## src/rtl/serial_addsub_seq.sv

```systemverilog
// Bit-serial add/subtract sequencer for the CIM array periphery. It consumes
// per-lane AND/XOR bit-planes LSB-first and owns carry seeding, chaining and final capture.
module serial_addsub_seq #(
    parameter  int LANES    = 32,
    parameter  int MAX_BITS = 32,
    localparam int CW       = $clog2(MAX_BITS + 1)
) (
    input  logic             sys_clk_in,
    input  logic             sys_reset_in,
    input  logic             start_in,
    input  logic [CW-1:0]    op_bits_in,
    input  logic             sub_in,
    input  logic             chain_in,
    input  logic [LANES-1:0] lane_en_in,
    input  logic             bit_valid_in,
    input  logic [LANES-1:0] and_in,
    input  logic [LANES-1:0] xor_in,
    output logic             busy_out,
    output logic [LANES-1:0] sum_out,
    output logic             sum_valid_out,
    output logic [CW-1:0]    sum_idx_out,
    output logic             done_out,
    output logic [LANES-1:0] carry_out,
    output logic [LANES-1:0] ovf_out
);

    typedef enum logic [1:0] {IDLE, RUN, DONE} state_t;

    state_t           state_q, state_d;
    logic [CW-1:0]    n_q, n_d;
    logic [CW-1:0]    bit_cnt_q, bit_cnt_d;
    logic [LANES-1:0] mask_q, mask_d;
    logic [LANES-1:0] carry_q, carry_d;
    logic [LANES-1:0] sum_q, sum_d;
    logic             sum_valid_q, sum_valid_d;
    logic [CW-1:0]    sum_idx_q, sum_idx_d;
    logic             done_q, done_d;
    logic             busy_q, busy_d;
    logic [LANES-1:0] carry_out_q, carry_out_d;
    logic [LANES-1:0] ovf_q, ovf_d;

    logic [LANES-1:0] sum_bit;
    logic [LANES-1:0] carry_nxt;
    logic             last_bit;

    always_comb begin
        state_d     = state_q;
        n_d         = n_q;
        bit_cnt_d   = bit_cnt_q;
        mask_d      = mask_q;
        carry_d     = carry_q;
        sum_d       = sum_q;
        sum_valid_d = 1'b0;
        sum_idx_d   = sum_idx_q;
        done_d      = 1'b0;
        carry_out_d = carry_out_q;
        ovf_d       = ovf_q;

        sum_bit   = (xor_in ^ carry_q) & mask_q;
        carry_nxt = ((xor_in & carry_q) | and_in) & mask_q;
        last_bit  = (bit_cnt_q == (n_q - CW'(1)));

        case (state_q)
            IDLE: begin
                if (start_in && (op_bits_in != '0)) begin
                    state_d     = RUN;
                    n_d         = (op_bits_in > CW'(MAX_BITS)) ? CW'(MAX_BITS) : op_bits_in;
                    mask_d      = lane_en_in;
                    bit_cnt_d   = '0;
                    carry_out_d = '0;
                    ovf_d       = '0;
                    // Chaining keeps the carry left by the previous op (0 after reset).
                    if (chain_in)
                        carry_d = carry_q & lane_en_in;
                    else if (sub_in)
                        carry_d = lane_en_in;
                    else
                        carry_d = '0;
                end
            end
            RUN: begin
                if (bit_valid_in) begin
                    sum_d       = sum_bit;
                    sum_valid_d = 1'b1;
                    sum_idx_d   = bit_cnt_q;
                    bit_cnt_d   = bit_cnt_q + CW'(1);
                    carry_d     = carry_nxt;
                    if (last_bit) begin
                        carry_out_d = carry_nxt;
                        ovf_d       = (carry_q ^ carry_nxt) & mask_q;
                        done_d      = 1'b1;
                        state_d     = DONE;
                    end
                end
            end
            DONE:    state_d = IDLE;
            default: state_d = IDLE;
        endcase

        busy_d = (state_d != IDLE);
    end

    always_ff @(posedge sys_clk_in or posedge sys_reset_in) begin
        if (sys_reset_in) begin
            state_q     <= IDLE;
            n_q         <= '0;
            bit_cnt_q   <= '0;
            mask_q      <= '0;
            carry_q     <= '0;
            sum_q       <= '0;
            sum_valid_q <= 1'b0;
            sum_idx_q   <= '0;
            done_q      <= 1'b0;
            busy_q      <= 1'b0;
            carry_out_q <= '0;
            ovf_q       <= '0;
        end else begin
            state_q     <= state_d;
            n_q         <= n_d;
            bit_cnt_q   <= bit_cnt_d;
            mask_q      <= mask_d;
            carry_q     <= carry_d;
            sum_q       <= sum_d;
            sum_valid_q <= sum_valid_d;
            sum_idx_q   <= sum_idx_d;
            done_q      <= done_d;
            busy_q      <= busy_d;
            carry_out_q <= carry_out_d;
            ovf_q       <= ovf_d;
        end
    end

    assign busy_out      = busy_q;
    assign sum_out       = sum_q;
    assign sum_valid_out = sum_valid_q;
    assign sum_idx_out   = sum_idx_q;
    assign done_out      = done_q;
    assign carry_out     = carry_out_q;
    assign ovf_out       = ovf_q;

endmodule

```

## config.mk

```make
export PLATFORM = sky130hd
export DESIGN_NAME = serial_addsub_seq
export DESIGN_NICKNAME = d
export VERILOG_FILES = /design/src/rtl/serial_addsub_seq.sv
export SDC_FILE = /design/constraint.sdc
export NUM_CORES = 1
export LEC_CHECK = 0
export CORE_AREA = 2 2 156 158
export CTS_CLUSTER_DIAMETER = 200
export DETAILED_ROUTE_END_ITERATION = 6
export DIE_AREA = 0 0 158 160
export PLACE_DENSITY = 0.66
export SYNTH_ARGS = -nofsm -noshare
export SYNTH_HDL_FRONTEND = slang
export SYNTH_SLANG_ARGS = --single-unit
```

## constraint.sdc

```tcl
create_clock -name sys_clk_in -period 7.9 [get_ports sys_clk_in]
set_input_delay 1.58 -clock sys_clk_in [delete_from_list [all_inputs] [get_ports sys_clk_in]]
set_output_delay 1.58 -clock sys_clk_in [all_outputs]
set_load 0.03 [all_outputs]
```

== Word-level counts from Yosys, hierarchy flattened ==
Cells that the tools add are included.
Widths: inputs -> output; s select.

* $add $sub $neg: 2
* $mul: 0
* Div/mod/pow operators: 0
* Order comparisons: 1
* Equal/unequal tests: 5
* Shifts and indexed selects: 0
* Multiplexer cells: 25
* Bitwise operators: 8
* Reductions and logical operators: 9

{| class="wikitable"
|+ Operators with widths
! operator !! count
|-
| $mux 32 || 9
|-
| $pmux 32 s2 || 3
|-
| $and 32x32->32 || 5
|-
| $xor 32x32->32 || 2
|-
| $or 32x32->32 || 1
|-
| $mux 6 || 3
|-
| $pmux 6 s2 || 1
|-
| $add 6x1->6 const B || 1
|-
| $eq 6x6->1 || 1
|-
| $gt 6x6->1 const B || 1
|-
| $mux 2 || 3
|-
| $ne 2x2->1 const B || 3
|-
| $reduce_bool 6->1 || 1
|-
| $sub 6x1->6 const B || 1
|-
| $mux 1 || 5
|-
| $pmux 2 s2 || 1
|-
| $reduce_and 2->1 || 2
|-
| $reduce_and 4->1 || 1
|-
| $reduce_bool 2->1 || 2
|-
| $reduce_and 3->1 || 1
|-
| $eq 2x1->1 const B || 1
|-
| $logic_not 2->1 || 1
|-
| $logic_and 1x1->1 || 1
|}

* Register bits: 183
* Latch bits: 0
* Memory bits (writable): 0
* Memory bits (read-only): 0
* Input port bits: 108
* Output and inout port bits: 105
* Logic and storage cells: 62
* Memories: 0

== Logic depth before layout (Yosys ltp) ==
* Depth after elaboration: 8
* Gate-level depth with buffers: 9
* Mapped depth without buffers: 7

== Least setup slack after synthesis ==
Ideal clock, no wire load.

* Path type: input port to flip-flop
* From: input port op_bits_in[2]
* To: register carry_q[10]
* Setup time: 0.126 ns
* Arrival time: 3.222 ns
* Required time: 7.774 ns
* Setup slack: 4.552 ns
* Stages on the path: 7
* Buffers on the path: 2
* Cell sequence: or4_4 o31a_1 and3_1 buf_6 buf_6 a31o_1 a221o_1

* Longest elaborated chain between the ends: 4

{| class="wikitable"
|+ RTL lines
! item !! line !! text
|-
| start: declaration || 11 || <nowiki>input logic [CW-1:0] op_bits_in,</nowiki>
|-
| $reduce_bool 6->1 || 65 || <nowiki>if (start_in && (op_bits_in != '0)) begin</nowiki>
|-
| $logic_and 1x1->1 || 65 ||
|-
| $ne 2x2->1 (no source line) || -- ||
|-
| $reduce_and 3->1 (no source line) || -- ||
|-
| end signal: assignment || 122 || <nowiki>carry_q <= carry_d;</nowiki>
|-
| end: declaration || 33 || <nowiki>logic [LANES-1:0] carry_q, carry_d;</nowiki>
|}

No other way between the ends.
A chain may end at the register's enable or synchronous reset.

== Worst setup path after layout ==
* From: input port start_in
* To: register carry_q[0]

* Longest elaborated chain between the ends: 3

{| class="wikitable"
|+ RTL lines
! item !! line !! text
|-
| start: declaration || 10 || <nowiki>input logic start_in,</nowiki>
|-
| $logic_and 1x1->1 || 65 ||
|-
| $ne 2x2->1 (no source line) || -- ||
|-
| $reduce_and 3->1 (no source line) || -- ||
|}

No other way between the ends.

==> out/qor.yml <==
tightestPinTransition_ns: 0.976
post_drt_wl_per_cell_um: 19.3
worst-endpoint-required_ns: 8.26
first_pass_grt_wire_length_mm: 45.9
start_util_pct: 39.2
gp_congestion: 0.799
largest_net_degree_at_the_start_of_global_routing: 115
vias: 8263
syn-instance-count: 999
timing.setup.critical_path_class: "input port to flip-flop"
irDropWorstVdd_v: 0.000213
tritoncts_clock_tree: "built"
post_synthesis_compound_gate_area_fraction_pct: 15.6
pre_cts_ws_ns: 2.64
synthMuxAreaShare_pct: 0
post-route-cell-area_um2: 12200
hold_viol_final: 0
core.rowCount: 57
yosysWarningCount: 0
clock_tree.htree_level_count: 4
worst-endpoint-arrival_ns: 5.19
area_after_detailed_placement_um2: 11600
highest_clock_frequency_the_design_can_meet_mhz: 207
skew_ns: 0.0241
power_per_cell_area_nw_per_um2: 442
critical_path.startpoint_type: "input port"
finalCritPeriodShare_pct: 61.2
grt_overflow: 0
grt_use_total_pct: 23.4
yosys.area_share.adder_pct: 4.56
number_of_antenna_violations_at_the_first_check_in_global_routing: 0
layout.nets: 1306
maximum_clock_insertion_buffer_count: 2
detailedRoute.firstPassIterationCount: 5
n_antenna_cell: 0
netlist-cell-type-count: 38
count_of_buffer_and_inverter_cells_on_the_critical_path: 2
critical-path-slowest-cell: "sky130_fd_sc_hd__o31a_2"
drt-total-wl_mm: 28.9
floorplan.die_area_um2: 25300
final_layout_size_suffix_gt1_share_pct: 4.67
combinational_family_with_the_most_area_after_synthesis: "simple AND/OR/NAND/NOR gates"
area_growth_syn_to_layout_pct: 31.3
cp-end-kind: "flip-flop"
dr.first_iter.drc_count: 540
holdCritPathClass: "flip-flop to flip-flop"
cts_resized: 0
cts.sink_count: 183
grt_setup_unrepaired: "no"
placeableCoreArea_um2: 23800
report.power.total_w: 0.00541
mostFrequentLayoutCell: "sky130_fd_sc_hd__nand2_1"
number_of_global_route_vias_before_repair: 8293
post-route-min-period_ns: 4.83
cts_hold_buf: 0
viasPerCell: 5.50
run_status: "finished, final reports clean"
path_delay_family: "simple AND/OR/NAND/NOR gates"
clock_insertion_delay_worst_skew_ns: 0.44
root_buffer: "sky130_fd_sc_hd__clkbuf_16"
cell_chain_of_the_critical_path: "clkdlybuf4s50_1 -> nor3b_1 -> o31a_2 -> and3_1 -> buf_4 -> a31o_1 -> a221o_1"
post_synth.cell_area_avg_um2: 9.34
post-route-drc-count: 0
relative_slew_margins_pct: 34.9
fin_ws_ns: 3.07
postSynthNetCount: 1141
tns_ns: 0
critPathMaxStageDelay_ns: 0.91
die-height_um: 160
port-buffer-count: 212
place_hpwl_mm: 17.7
final_number_of_setup_violating_endpoints: 0
drv_slew: 0
top_fanout_value_on_the_critical_path: 38
postCtsSetupBuffers: 0
layout_common_cells: "250 x sky130_fd_sc_hd__nand2_1, 211 x sky130_fd_sc_hd__clkdlybuf4s50_1, 182 x sky130_fd_sc_hd__dfrtp_1, 98 x sky130_fd_sc_hd__nand3_1, 46 x sky130_fd_sc_hd__o21ai_0"
ant_nets: 0
cts_made_buffers: 17
post_synth_xor_area_fraction_pct: 3.66
pin_count: 213
post_synth_simple_gate_area_pct: 23.1
synth-seq-cells: 183
path_clk_slew_ns: 0.07
syn_area_um2: 9330
synth-seq-area-share_pct: 49.1
power.static_leakage_nw: 5.40
max_cap_violation_count: 0
die_x_extent_um: 158
[sequential cells by signal, summed over array words and instances (netlist names), 2 cells and up]
name and cells:
carry_out 32, n_q 6, sum_out 32, carry_q 32, ovf_out 32, mask_q 32
bit_cnt_q 6, state_q 2, sum_idx_out 6
[metrics by stage]
step | utilization [%] | std cells | hold WS, ns
global route | 51.4 | 1501 | 0.491
CTS | 51.4 | 1501 | 0.471
floorplan | - | 999 | 0.473
finish | 51.4 | 1501 | 0.467
detailed placement | 48.9 | 1469 | 0.456
global placement | 48.9 | 1469 | 0.449
[metal layers]
metal / global-route usage, % / part of all wire [%] / vias to the layer above
met2: 37.2 / 48 / 275
met1: 32.9 / 45 / 4060
met4: 6.80 / 1.6 / 0
met3: 3.72 / 5.2 / 28
met5: 0 / 0 / -
li1: - / - / 3900
[report_power, final]
part | switching (W) | internal, W | total [W]
clock network | 0.000395 | 0.000504 | 0.000899
logic | 0.00167 | 0.00105 | 0.00272
registers | 0.000416 | 0.00137 | 0.00179
[final timing paths]
kind | cells after the start | slack (ns) | from | end
worst max-delay path | 7 | 3.07 | start_in | carry_q[0]
worst min-delay path | 2 | 0.47 | sum_out[0] | sum_out[0]
worst max register to register | 8 | 3.85 | state_q[0] | ovf_out[31]
worst min register to register | 2 | 0.47 | sum_out[0] | sum_out[0]
max in group asynchronous | 3 | 4.70 | sys_reset_in | ovf_out[14]
min in group asynchronous | 2 | 1.71 | sys_reset_in | carry_q[11]
[synthesized netlist by cell type, drive strengths merged]
| cell type | number | area (µm²) |
|---|---|---|
| xor2 | 4 | 35.0 |
| o22ai | 1 | 12.5 |
| nand3 | 98 | 490 |
| o22a | 1 | 8.76 |
| a32oi | 32 | 280 |
| buf | 21 | 128 |
| a221o | 31 | 310 |
| nand2 | 250 | 938 |
| nor2 | 37 | 139 |
| and2 | 1 | 6.26 |
| a31o | 31 | 272 |
| a41oi | 1 | 8.76 |
| a21oi | 3 | 15.0 |
| nor4 | 1 | 6.26 |
| inv | 8 | 30.0 |
| o311ai | 1 | 8.76 |
| o21ai | 46 | 230 |
| a22o | 2 | 17.5 |
| xnor2 | 35 | 307 |
| nor3b | 33 | 248 |
| o31a | 2 | 17.5 |
| clkbuf | 55 | 206 |
| ha | 34 | 425 |
| dfrtp | 183 | 4580 |
| a21o | 1 | 7.51 |
| nor3 | 3 | 15.0 |
| o211ai | 33 | 248 |
| or2 | 2 | 12.5 |
| nand3b | 6 | 45.0 |
| nand2b | 2 | 12.5 |
| or3 | 2 | 12.5 |
| o31ai | 3 | 22.5 |
| or4 | 2 | 18.8 |
| and3 | 34 | 213 |
[cells by family (layout without fill, tap and decap cells)]
logic type               Yosys count  count (layout)
AO/OA/AOI/OAI                    188             188
XOR/XNOR                          39              39
adder cells (fa/ha/maj)           34              34
buffers and inverters             84             262
flip-flops                       183             183
AND/OR/NAND/NOR                  471             471
[worst min-delay path, delay by kind of cell, from the launching register on]
kind             cells  cell delay, ns
and+or+nand+nor      2            0.10
DFF                  1            0.34
[final cells by class]
cell class / count / area (µm²)
Multi-Input combinational cell: 732 / 4430
Inverter: 8 / 37.5
Timing Repair Buffer: 222 / 2190
Clock buffer: 20 / 437
Fill cell: 2228 / 11600
Sequential cell: 183 / 4580
Clock inverter: 12 / 165
Tap cell: 324 / 405
No activity file was read; power rests on OpenSTA's default activity.
